--- src/rtl/apb_master_multi.sv ---
// APB (AMBA 3) bridge master driving NUM_SLAVES peripherals from a valid/ready request port.
// Optional wait-state timeout enabled by defining APB_TIMEOUT_EN.
module apb_master_multi #(
  parameter int ADDR_W     = 32,
  parameter int DATA_W     = 32,
  parameter int NUM_SLAVES = 4,
  parameter int SEL_MSB    = ADDR_W - 1,
  parameter int TIMEOUT    = 16
) (
  input  logic                         PCLK,
  input  logic                         PRESET,
  input  logic                         req_valid,
  output logic                         req_ready,
  input  logic                         req_write,
  input  logic [ADDR_W-1:0]            req_addr,
  input  logic [DATA_W-1:0]            req_wdata,
  output logic                         rsp_valid,
  output logic [DATA_W-1:0]            rsp_rdata,
  output logic                         rsp_err,
  output logic [ADDR_W-1:0]            PADDR,
  output logic [DATA_W-1:0]            PWDATA,
  output logic                         PWRITE,
  output logic [NUM_SLAVES-1:0]        PSEL,
  output logic                         PENABLE,
  input  logic [NUM_SLAVES*DATA_W-1:0] PRDATA,
  input  logic [NUM_SLAVES-1:0]        PREADY,
  input  logic [NUM_SLAVES-1:0]        PSLVERR
);

  localparam int SEL_W = $clog2(NUM_SLAVES);
  localparam logic [SEL_W:0] NUM_SLAVES_L = (SEL_W + 1)'(NUM_SLAVES);
  localparam logic [NUM_SLAVES-1:0] SEL_ONE = {{(NUM_SLAVES - 1){1'b0}}, 1'b1};

  if (NUM_SLAVES < 2 || NUM_SLAVES > 16 || TIMEOUT < 1) begin : g_bad_params
    $error("apb_master_multi: NUM_SLAVES must be 2..16 and TIMEOUT >= 1");
  end

  typedef enum logic [1:0] {IDLE, SETUP, ACCESS, DERR} state_t;

  state_t                  state, state_d;
  logic [SEL_W-1:0]        req_idx, acc_idx;
  logic [ADDR_W-1:0]       paddr_d;
  logic [DATA_W-1:0]       pwdata_d, rsp_rdata_d, acc_rdata;
  logic                    pwrite_d, penable_d, req_ready_d, rsp_valid_d, rsp_err_d;
  logic [NUM_SLAVES-1:0]   psel_d;

`ifdef APB_TIMEOUT_EN
  localparam int CNT_W = ($clog2(TIMEOUT + 1) > 8) ? $clog2(TIMEOUT + 1) : 8;
  localparam logic [CNT_W-1:0] CNT_LAST = CNT_W'(TIMEOUT - 1);
  logic [CNT_W-1:0] wait_cnt, wait_cnt_d;
`endif

  // The slave index is re-derived from PADDR, which is held for the whole transfer.
  assign req_idx   = req_addr[SEL_MSB -: SEL_W];
  assign acc_idx   = PADDR[SEL_MSB -: SEL_W];
  assign acc_rdata = PRDATA[int'(acc_idx) * DATA_W +: DATA_W];

  always_comb begin
    // NOTE: every signal gets a default first so no path through the case infers a latch.
    state_d     = state;
    paddr_d     = PADDR;
    pwdata_d    = PWDATA;
    pwrite_d    = PWRITE;
    psel_d      = PSEL;
    penable_d   = PENABLE;
    req_ready_d = req_ready;
    rsp_valid_d = 1'b0;
    rsp_err_d   = 1'b0;
    rsp_rdata_d = '0;
`ifdef APB_TIMEOUT_EN
    wait_cnt_d  = wait_cnt;
`endif
    unique case (state)
      IDLE: begin
        if (req_valid) begin
          paddr_d     = req_addr;
          pwdata_d    = req_wdata;
          pwrite_d    = req_write;
          req_ready_d = 1'b0;
          if ({1'b0, req_idx} < NUM_SLAVES_L) begin
            psel_d  = SEL_ONE << req_idx;
            state_d = SETUP;
          end else begin
            state_d = DERR;
          end
        end
      end
      SETUP: begin
        penable_d  = 1'b1;
        state_d    = ACCESS;
`ifdef APB_TIMEOUT_EN
        wait_cnt_d = '0;
`endif
      end
      ACCESS: begin
        if (PREADY[acc_idx]) begin
          rsp_valid_d = 1'b1;
          rsp_err_d   = PSLVERR[acc_idx];
          rsp_rdata_d = PWRITE ? '0 : acc_rdata;
          psel_d      = '0;
          penable_d   = 1'b0;
          req_ready_d = 1'b1;
          state_d     = IDLE;
        end
`ifdef APB_TIMEOUT_EN
        else if (wait_cnt == CNT_LAST) begin
          rsp_valid_d = 1'b1;
          rsp_err_d   = 1'b1;
          psel_d      = '0;
          penable_d   = 1'b0;
          req_ready_d = 1'b1;
          state_d     = IDLE;
        end else begin
          wait_cnt_d = wait_cnt + 1'b1;
        end
`endif
      end
      DERR: begin
        rsp_valid_d = 1'b1;
        rsp_err_d   = 1'b1;
        req_ready_d = 1'b1;
        state_d     = IDLE;
      end
      default: state_d = IDLE;
    endcase
  end

  // NOTE: sequential state uses non-blocking assignments so all registers update together.
  always_ff @(posedge PCLK or posedge PRESET) begin
    if (PRESET) begin
      state     <= IDLE;
      PADDR     <= '0;
      PWDATA    <= '0;
      PWRITE    <= 1'b0;
      PSEL      <= '0;
      PENABLE   <= 1'b0;
      req_ready <= 1'b1;
      rsp_valid <= 1'b0;
      rsp_err   <= 1'b0;
      rsp_rdata <= '0;
`ifdef APB_TIMEOUT_EN
      wait_cnt  <= '0;
`endif
    end else begin
      state     <= state_d;
      PADDR     <= paddr_d;
      PWDATA    <= pwdata_d;
      PWRITE    <= pwrite_d;
      PSEL      <= psel_d;
      PENABLE   <= penable_d;
      req_ready <= req_ready_d;
      rsp_valid <= rsp_valid_d;
      rsp_err   <= rsp_err_d;
      rsp_rdata <= rsp_rdata_d;
`ifdef APB_TIMEOUT_EN
      wait_cnt  <= wait_cnt_d;
`endif
    end
  end

endmodule

--- config.mk ---
export PLATFORM = sky130hd
export DESIGN_NAME = apb_master_multi
export DESIGN_NICKNAME = d
export VERILOG_FILES = /design/src/rtl/apb_master_multi.sv
export SDC_FILE = /design/constraint.sdc
export NUM_CORES = 1
export LEC_CHECK = 0
export CAP_MARGIN = 20
export CORE_AREA = 2 2 120 122
export DETAILED_ROUTE_END_ITERATION = 7
export DIE_AREA = 0 0 122 124
export GPL_ROUTABILITY_DRIVEN = 0
export PLACE_DENSITY = 0.75
export SYNTH_ARGS = -nofsm -noshare
export SYNTH_HDL_FRONTEND = slang
export SYNTH_SLANG_ARGS = --single-unit
--- constraint.sdc ---
create_clock -name PCLK -period 7.6 [get_ports PCLK]
set_clock_uncertainty 0.2 [all_clocks]
set_input_delay 2.28 -clock PCLK [delete_from_list [all_inputs] [get_ports PCLK]]
set_output_delay 2.28 -clock PCLK [all_outputs]
set_load 0.005 [all_outputs]
==> flow_metrics.tcl, run 1 <==
set metrics [dict create \
    crit_path_end_kind "flop" \
    postLayoutCellArea_um2 8260 \
    combPwrFrac 0.495 \
    num_vias 3708 \
    p_seq_frac 0.341 \
    maxCapViolCount 0 \
    syn_to_final_growth_pct 74.7 \
    die_w_um 122 \
    max_slew.worst_pin.slew_ns 1.11 \
    syn_inst 287 \
    intPower_mw 1.93 \
    period_minus_slack_ns 4.13 \
    r2r_setup_slack_ns 4.98 \
    arrival_ns 4.15 \
    grt_max_degree 77 \
    finalSetupViolations 0 \
    syn_nets 491 \
    fin_crit_sh 0.544 \
    setup.worst_path.start_class "primary input" \
    yosysUniqueCellTypes 25 \
    boundaryPins 309 \
    place_hpwl_um 11400 \
    finalNetCount 793 \
    clock_latency_ns 0.34 \
    fmax_mhz 242 \
    status "finished clean" \
    hp-class "reg -> reg" \
    post-route-util 0.602 \
    grt_pass1_vias 3935 \
    ys.warnings.count 0 \
    drt_iter0_markers 214 \
    numPortBuffers 308 \
    hold_end "req_ready" \
    htreeDepth 3 \
    wl_per_cell_um 18.7 \
    cts_sinks 107 \
    fp.dieArea_um2 15100 \
    drt-pass1-iter-count 4 \
    cp.required_ns 7.62 \
    busiest_layer "met2" \
    gr-usage-all-layers 0.184 \
    pwr-share-clk 0.164 \
    start_util 0.345 \
    r2r_start "PADDR[31]" \
    clk_pin_slew_ns 0.07 \
    place_area_um2 7950 \
    maxSlewHeadroom 0.262 \
    grt_antenna_before_repair 0 \
    cts_setup_buffers 0 \
    met2_usage 0.331 \
    ir_worst_vdd_v 0.000139 \
    cpMaxStageDelayCell "buf_4" \
    final-hold-violation-count 0 \
    tritoncts "done" \
    critical_path.reg2reg.endpoint "PSEL[2]" \
    synth.cell_area_um2 4730 \
    switching_share 0.290 \
    die_y_um 124 \
    routed_wl_um 14500 \
    worstPathCellList "clkdlybuf4s50_1 -> nand2_1 -> inv_2 -> buf_4 -> mux2_2" \
    core_um2 13700 \
    leakagePower_nw 3.27 \
    critPathMaxStageDelay_ns 0.64 \
    num-fill-cells 1123 \
    cts_inserted_buffers 9 \
    cts_buffer_depth 2 \
    via_per_inst 4.79 \
    ant_nets 0 \
    rsz0062_at_grt "no" \
    grt_overflow 0 \
    setup-tns-final_ns 0 \
    critPathMaxFanout 66 \
    grtUsageMet1 0.216 \
    reg2regPathDepth 4 \
    min_path_cells 2 \
    min_from "req_ready" \
    power-per-cell-area_nw_per_um2 330 \
    slew_violations 0 \
    grtUsageMet3 0.0380 \
    antenna_cells 0 \
    yosysSeqAreaShare 0.566 \
    synth_seq_cells 107 \
    drc 0 \
    cts_hold_buf 0 \
    worstSetupPathType "in -> reg" \
    drive_gt1_frac 0.219 \
    syn_area_per_cell_um2 16.5 \
    power_switching_mw 0.789 \
    grt_pass1_wl_um 20900 \
    rows 43 \
    ctsResizeCount 0 \
    cts_root_buf "clkbuf_16" \
]
==> power by group through the flow <==
| stage | clock network (mW) | registers, mW | logic [mW] |
|---|---|---|---|
| floorplan | 0 | 0.946 | 0.648 |
| global placement | 0 | 0.954 | 1.30 |
| detailed placement | 0 | 0.962 | 1.33 |
| CTS | 0.457 | 0.953 | 1.33 |
| global route | 0.480 | 0.958 | 1.44 |
| finish | 0.446 | 0.928 | 1.35 |
==> worst max-delay path: cells and delay by family <==
| family | cells | cell delay (ns) |
|---|---|---|
| buf+inv | 3 | 1.25 |
| mux | 1 | 0.42 |
| simple gates | 1 | 0.14 |
==> cells in the mapped netlist (all sizes together) <==
master / n / area (um2)
a31o: 4 / 35.0
a32oi: 1 / 27.5
and3: 1 / 6.26
and3b: 3 / 26.3
buf: 17 / 109
clkbuf: 5 / 18.8
dfrtp: 106 / 2650
dfstp: 1 / 26.3
inv: 4 / 15.0
mux2: 67 / 758
mux4: 33 / 743
nand2: 1 / 3.75
nand2b: 1 / 6.26
nor2: 4 / 15.0
nor2b: 2 / 12.5
nor3b: 33 / 248
o21a: 1 / 7.51
o21ai: 1 / 5.00
o221ai: 1 / 8.76
or2: 1 / 6.26
==> worst max-delay path by stage <==
stage	from	to	slack, ns	cells after the start
floorplan	PRESET	PADDR[0]	2.30	1
global placement	PREADY[0]	PSEL[3]	3.16	4
detailed placement	req_valid	PADDR[21]	3.11	5
CTS	PWRITE	PWRITE	3.03	1
global route	req_valid	PWRITE	3.35	5
finish	req_valid	PWRITE	3.47	5
==> cells by family after synthesis <==
| group | share of synthesized area |
|---|---|
| muxes | 0.317 |
| AOI/OAI and AO/OA | 0.0177 |
| DFF | 0.566 |
| and+or+nand+nor | 0.0685 |
| buffers and inverters | 0.0301 |
==> state kept, by name, summed over array words and instances, names as in the netlist, 2 cells and up <==
| signal | flops |
|---|---|
| state | 2 |
| PSEL | 4 |
| rsp_rdata | 32 |
| PADDR | 32 |
| PWDATA | 32 |
==> metal layers <==
metal | up-vias | wire length (um)
met2 | 168 | 7820
met5 | - | 0
met1 | 1843 | 5360
met3 | 23 | 988
met4 | 0 | 303
li1 | 1674 | -
==> stage by stage <==
stage | std cells | setup slack, ns | total power [mW] | hold WS (ns)
6_report | 774 | 3.47 | 2.72 | 0.286
5_1_grt | 774 | 3.35 | 2.88 | 0.303
4_1_cts | 773 | 3.03 | 2.74 | 0.291
3_5_place_dp | 757 | 3.11 | 2.29 | 0.275
3_3_place_gp | 757 | 3.16 | 2.25 | 0.276
2_1_floorplan | 287 | 2.30 | 1.59 | 0.272
==> layout by cell type (no fill, tap or decap), drive strengths merged, types with 4 or more instances in the layout <==
| cell | Yosys | routed |
|---|---|---|
| clkdlybuf4s50 | 0 | 308 |
| dfrtp | 106 | 106 |
| mux2 | 67 | 67 |
| mux4 | 33 | 33 |
| nor3b | 33 | 33 |
| clkbuf | 5 | 12 |
| buf | 17 | 5 |
| inv | 4 | 5 |
| nor2 | 4 | 4 |
| a31o | 4 | 4 |
==> area by class of cell <==
cell class / count / area (um2) / area share
Clock buffer: 12 / 256 / 0.0310
Clock inverter: 4 / 33.8 / 0.00409
Inverter: 4 / 17.5 / 0.00212
Multi-Input combinational cell: 154 / 1910 / 0.231
Sequential cell: 107 / 2680 / 0.324
Tap cell: 180 / 225 / 0.0273
Timing Repair Buffer: 313 / 3140 / 0.380
Power figures use the tool's default switching activity.
==> run 2, diff against run 1 <==
- CORE_AREA: 2 2 120 122 -> unset
- CORE_MARGIN: unset -> 2
- CORE_UTILIZATION: unset -> 33
- DIE_AREA: 0 0 122 124 -> unset
- clock period: 7.6 -> 3.3 ns (I/O delays scaled with it)
==> flow_metrics.tcl, run 2 (synthesis results as in run 1) <==
set metrics [dict create \
    stdcell_count 777 \
    gr-usage-all-layers 0.175 \
    setup.worst_path.start_class "flop" \
    power-per-cell-area_nw_per_um2 762 \
    drt_iter0_markers 107 \
    htreeDepth 3 \
    clock_latency_ns 0.33 \
    finalNetCount 797 \
    die_y_um 124 \
    maxSlewHeadroom 0.545 \
    boundaryPins 309 \
    finalSetupViolations 0 \
    critPathMaxFanout 2 \
    ant_nets 0 \
    grt_overflow 0 \
    die_w_um 124 \
    crit_path_end_kind "output port" \
    final_cell_mix "308 x clkdlybuf4s50_1, 105 x dfrtp_1, 66 x mux2_2" \
    dp.cells 762 \
    cts_buffer_depth 2 \
    clk_pin_slew_ns 0.07 \
    rsz0062_at_grt "no" \
    period_minus_slack_ns 2.58 \
    wl_per_cell_um 17.7 \
    fmax_mhz 387 \
    ctsResizeCount 0 \
    syn_to_final_growth_pct 76.4 \
    maxCapViolCount 0 \
    cp_top_family "flip-flops" \
    fp.dieArea_um2 15300 \
    setup-tns-final_ns 0 \
    num_vias 3676 \
    start_util 0.339 \
    tritoncts "done" \
    slew_violations 0 \
    ir_worst_vdd_v 0.000373 \
    hp-class "reg -> reg" \
    cts_hold_buf 0 \
    cpMaxStageDelayCell "dfstp_2" \
    final-hold-violation-count 0 \
    drt-pass1-iter-count 4 \
    status "finished clean" \
    worstSetupPathType "reg -> out" \
    grt_pass1_vias 4038 \
    antenna_cells 0 \
    cp.required_ns 2.11 \
    core_um2 13900 \
    layout_commonest_cell "clkdlybuf4s50_1" \
    leakagePower_nw 3.32 \
    place_hpwl_um 11100 \
    drive_gt1_frac 0.223 \
    grt_pass1_wl_um 20200 \
    worstPathCellList "clkdlybuf4s50_1" \
    arrival_ns 1.39 \
    via_per_inst 4.73 \
    cts_inserted_buffers 9 \
    drc 0 \
    grt_max_degree 44 \
    cts_sinks 107 \
    critPathMaxStageDelay_ns 0.53 \
    grt_antenna_before_repair 0 \
    cts_setup_buffers 0 \
    fin_crit_sh 0.782 \
    max_slew.worst_pin.slew_ns 0.682 \
    critPathBufInv 1 \
    rows 43 \
    cts_root_buf "clkbuf_16" \
    routed_wl_um 13800 \
    numPortBuffers 308 \
    top_regs "PADDR x32, PWDATA x32, rsp_rdata x32" \
]
[run 2: cell count changes in the layout (fill, tap and decap cells not counted), sizes merged]
cell	before	now
bufinv	0	2
buf	5	9
clkinvlp	3	1
inv	5	4
[run 2: where the power goes]
part	internal [mW]	leakage, nW	switching, mW
registers	1.86	1.33	0.278
clock network	0.706	0.159	0.450
logic	2.04	1.83	1.03
total	4.60	3.32	1.76
[run 2: per-stage QoR]
| stage | power [mW] | utilization | setup WS [ns] | hold WS (ns) | cell area, um2 |
|---|---|---|---|---|---|
| CTS | 6.48 | 0.599 | 0.687 | 0.302 | 8350 |
| detailed placement | 5.29 | 0.576 | 0.474 | 0.286 | 8020 |
| floorplan | 3.67 | - | 0.823 | 0.272 | 4730 |
| global placement | 5.22 | 0.576 | 0.532 | 0.278 | 8020 |
| global route | 6.76 | 0.599 | 0.670 | 0.315 | 8350 |
| finish | 6.36 | 0.599 | 0.719 | 0.300 | 8350 |
[run 2: path summary, 6_finish.rpt]
check,slack [ns],end,cells after the start,start
hold / removal,0.30,req_ready,2,req_ready
max in group asynchronous,1.32,req_ready,3,PRESET
min in group asynchronous,0.92,PWDATA[22],2,PRESET
setup reg to reg,0.90,PSEL[2],5,PADDR[31]
hold reg to reg,0.30,req_ready,2,req_ready
setup / recovery,0.72,req_ready,1,req_ready
[run 2: area by class of cell]
cell class / count / area, um2
fill: 1086 / 5590
timing repair buffer: 317 / 3190
sequential: 107 / 2680
multi-input combinational: 154 / 1910
clock buffer: 12 / 256
tap: 180 / 225
clock inverter: 3 / 68.8
inverter: 4 / 18.8
[run 2: metal layers]
metal  global-route usage  wire length, um  vias to the layer above
met3               0.0444             1200                       23
li1                     -                -                     1684
met4               0.0753              355                        0
met5                    0                0                        -
met2                0.316             7310                      182
met1                0.195             4910                     1787
==> run 3, diff against run 2 <==
- clock period: 3.3 -> 2.1 ns (I/O delays scaled with it)
==> flow_metrics.tcl, run 3 (synthesis results as in run 1) <==
set metrics [dict create \
    rows 43 \
    die_w_um 124 \
    gr-usage-all-layers 0.184 \
    setup.worst_path.start_class "flop" \
    status "finished clean" \
    cpMaxStageDelayCell "clkdlybuf4s50_1" \
    critPathBufInv 1 \
    worstSetupPathType "reg -> out" \
    p_total_mw 9.97 \
    drt-pass1-iter-count 4 \
    cts_root_buf "clkbuf_16" \
    dp.cells 771 \
    grtUsageMet3 0.0522 \
    fin_ws_ns 0.0362 \
    period_minus_slack_ns 2.06 \
    arrival_ns 1.23 \
    syn_to_final_growth_pct 78.2 \
    cp.required_ns 1.27 \
    reg2regPathDepth 5 \
    power_switching_mw 2.88 \
    p_seq_frac 0.333 \
    max_slew.worst_pin.slew_ns 0.359 \
    grt_pass1_wl_um 21100 \
    num-fill-cells 1096 \
    maxCapViolCount 0 \
    final-hold-violation-count 0 \
    place_hpwl_um 11700 \
    leakagePower_nw 3.46 \
    hp-class "reg -> reg" \
    ant_nets 0 \
    fmax_mhz 485 \
    switching_share 0.289 \
    min_path_cells 1 \
    final_cell_mix "295 x clkdlybuf4s50_1, 105 x dfrtp_1, 66 x mux2_2" \
    tritoncts "done" \
    antenna_cells 0 \
    drt_iter0_markers 113 \
    htreeDepth 3 \
    grt_overflow 0 \
    busiest_layer "met2" \
    critPathMaxFanout 2 \
    slew_violations 0 \
    cts_inserted_buffers 9 \
    crit_cells 1 \
    place_ws_ns -0.162 \
    top_regs "PADDR x32, PWDATA x32, rsp_rdata x32" \
    via_per_inst 4.80 \
    drive_gt1_frac 0.238 \
    ir_worst_vdd_v 0.000510 \
    stdcell_count 788 \
    maxSlewHeadroom 0.761 \
    boundaryPins 309 \
    drc 0 \
    clk_pin_slew_ns 0.07 \
    worstPathCellList "clkdlybuf4s50_1" \
    finalNetCount 807 \
    critPathMaxStageDelay_ns 0.55 \
    cts_hold_buf 0 \
    num_vias 3783 \
    met2_usage 0.333 \
    grt_pass1_vias 4161 \
    fin_crit_sh 0.983 \
    grtUsageMet1 0.199 \
    core_um2 13900 \
    fp.dieArea_um2 15300 \
    intPower_mw 7.09 \
    layout_commonest_cell "clkdlybuf4s50_1" \
    pwr-share-clk 0.163 \
    rsz0062_at_grt "no" \
    cts_sinks 107 \
    grt_antenna_before_repair 0 \
    cts_buffer_depth 2 \
    start_util 0.339 \
    combPwrFrac 0.504 \
    wl_per_cell_um 18.3 \
    numPortBuffers 308 \
    grt_max_degree 45 \
    routed_wl_um 14400 \
    cp_top_family "buffers and inverters" \
    crit_path_end_kind "output port" \
    power-per-cell-area_nw_per_um2 1180 \
    clock_latency_ns 0.34 \
    finalSetupViolations 0 \
    die_y_um 124 \
]
[run 3: changes by cell type in the layout (fill, tap and decap cells not counted), sizes merged]
cell,delta
clkdlybuf4s50,-13
buf,+10
dlymetal6s2s,+8
dlygate4sd2,+5
bufinv,-2
clkinv,+2
clkinvlp,+2
clkbuf,-1
[run 3: area by class of cell]
cell class                      instances  area (um2)  area share
Clock buffer                           11         253      0.0300
Multi-Input combinational cell        154        1910       0.227
Timing Repair Buffer                  327        3310       0.392
Inverter                                4        18.8     0.00223
Tap cell                              180         225      0.0267
Clock inverter                          5        36.3     0.00431
Sequential cell                       107        2680       0.318
[run 3: per-layer routing]
| layer | part of all wire | wire (um) | up-vias |
|---|---|---|---|
| li1 | - | - | 1707 |
| met2 | 0.53 | 7650 | 190 |
| met4 | 0.028 | 408 | 0 |
| met5 | 0 | 0 | - |
| met3 | 0.081 | 1160 | 29 |
| met1 | 0.36 | 5170 | 1857 |
[run 3: what timing repair did]
item / in CTS / in global routing
setup endpoints to repair: 5 / 8
resized for setup: 6 / 8
buffers inserted: 1 / 0
[run 3: final timing paths]
kind | start | endpoint | slack, ns
setup / recovery | PWDATA[15] | PWDATA[15] | 0.04
hold / removal | PENABLE | PENABLE | 0.29
setup reg to reg | state[0] | PWDATA[4] | 0.30
hold reg to reg | PENABLE | PENABLE | 0.29
max in group asynchronous | PRESET | PWDATA[22] | 0.80
min in group asynchronous | PRESET | PSEL[1] | 0.55
[run 3: power groups by stage]
stage	sequential (mW)	combinational [mW]	clock (mW)
finish	3.32	5.02	1.62
global route	3.43	5.38	1.77
CTS	3.34	5.13	1.67
detailed placement	3.38	5.12	0
global placement	3.34	5.02	0
floorplan	3.42	2.35	0
[run 3: stage by stage]
step                instance area (um2)  hold slack (ns)   util  setup TNS, ns
detailed placement                 8110            0.284  0.582         -13.59
finish                             8430            0.287  0.605              0
global placement                   8110            0.276  0.582         -10.87
CTS                                8410            0.290  0.603              0
floorplan                          4730            0.272      -          -1.77
global route                       8430            0.301  0.605              0
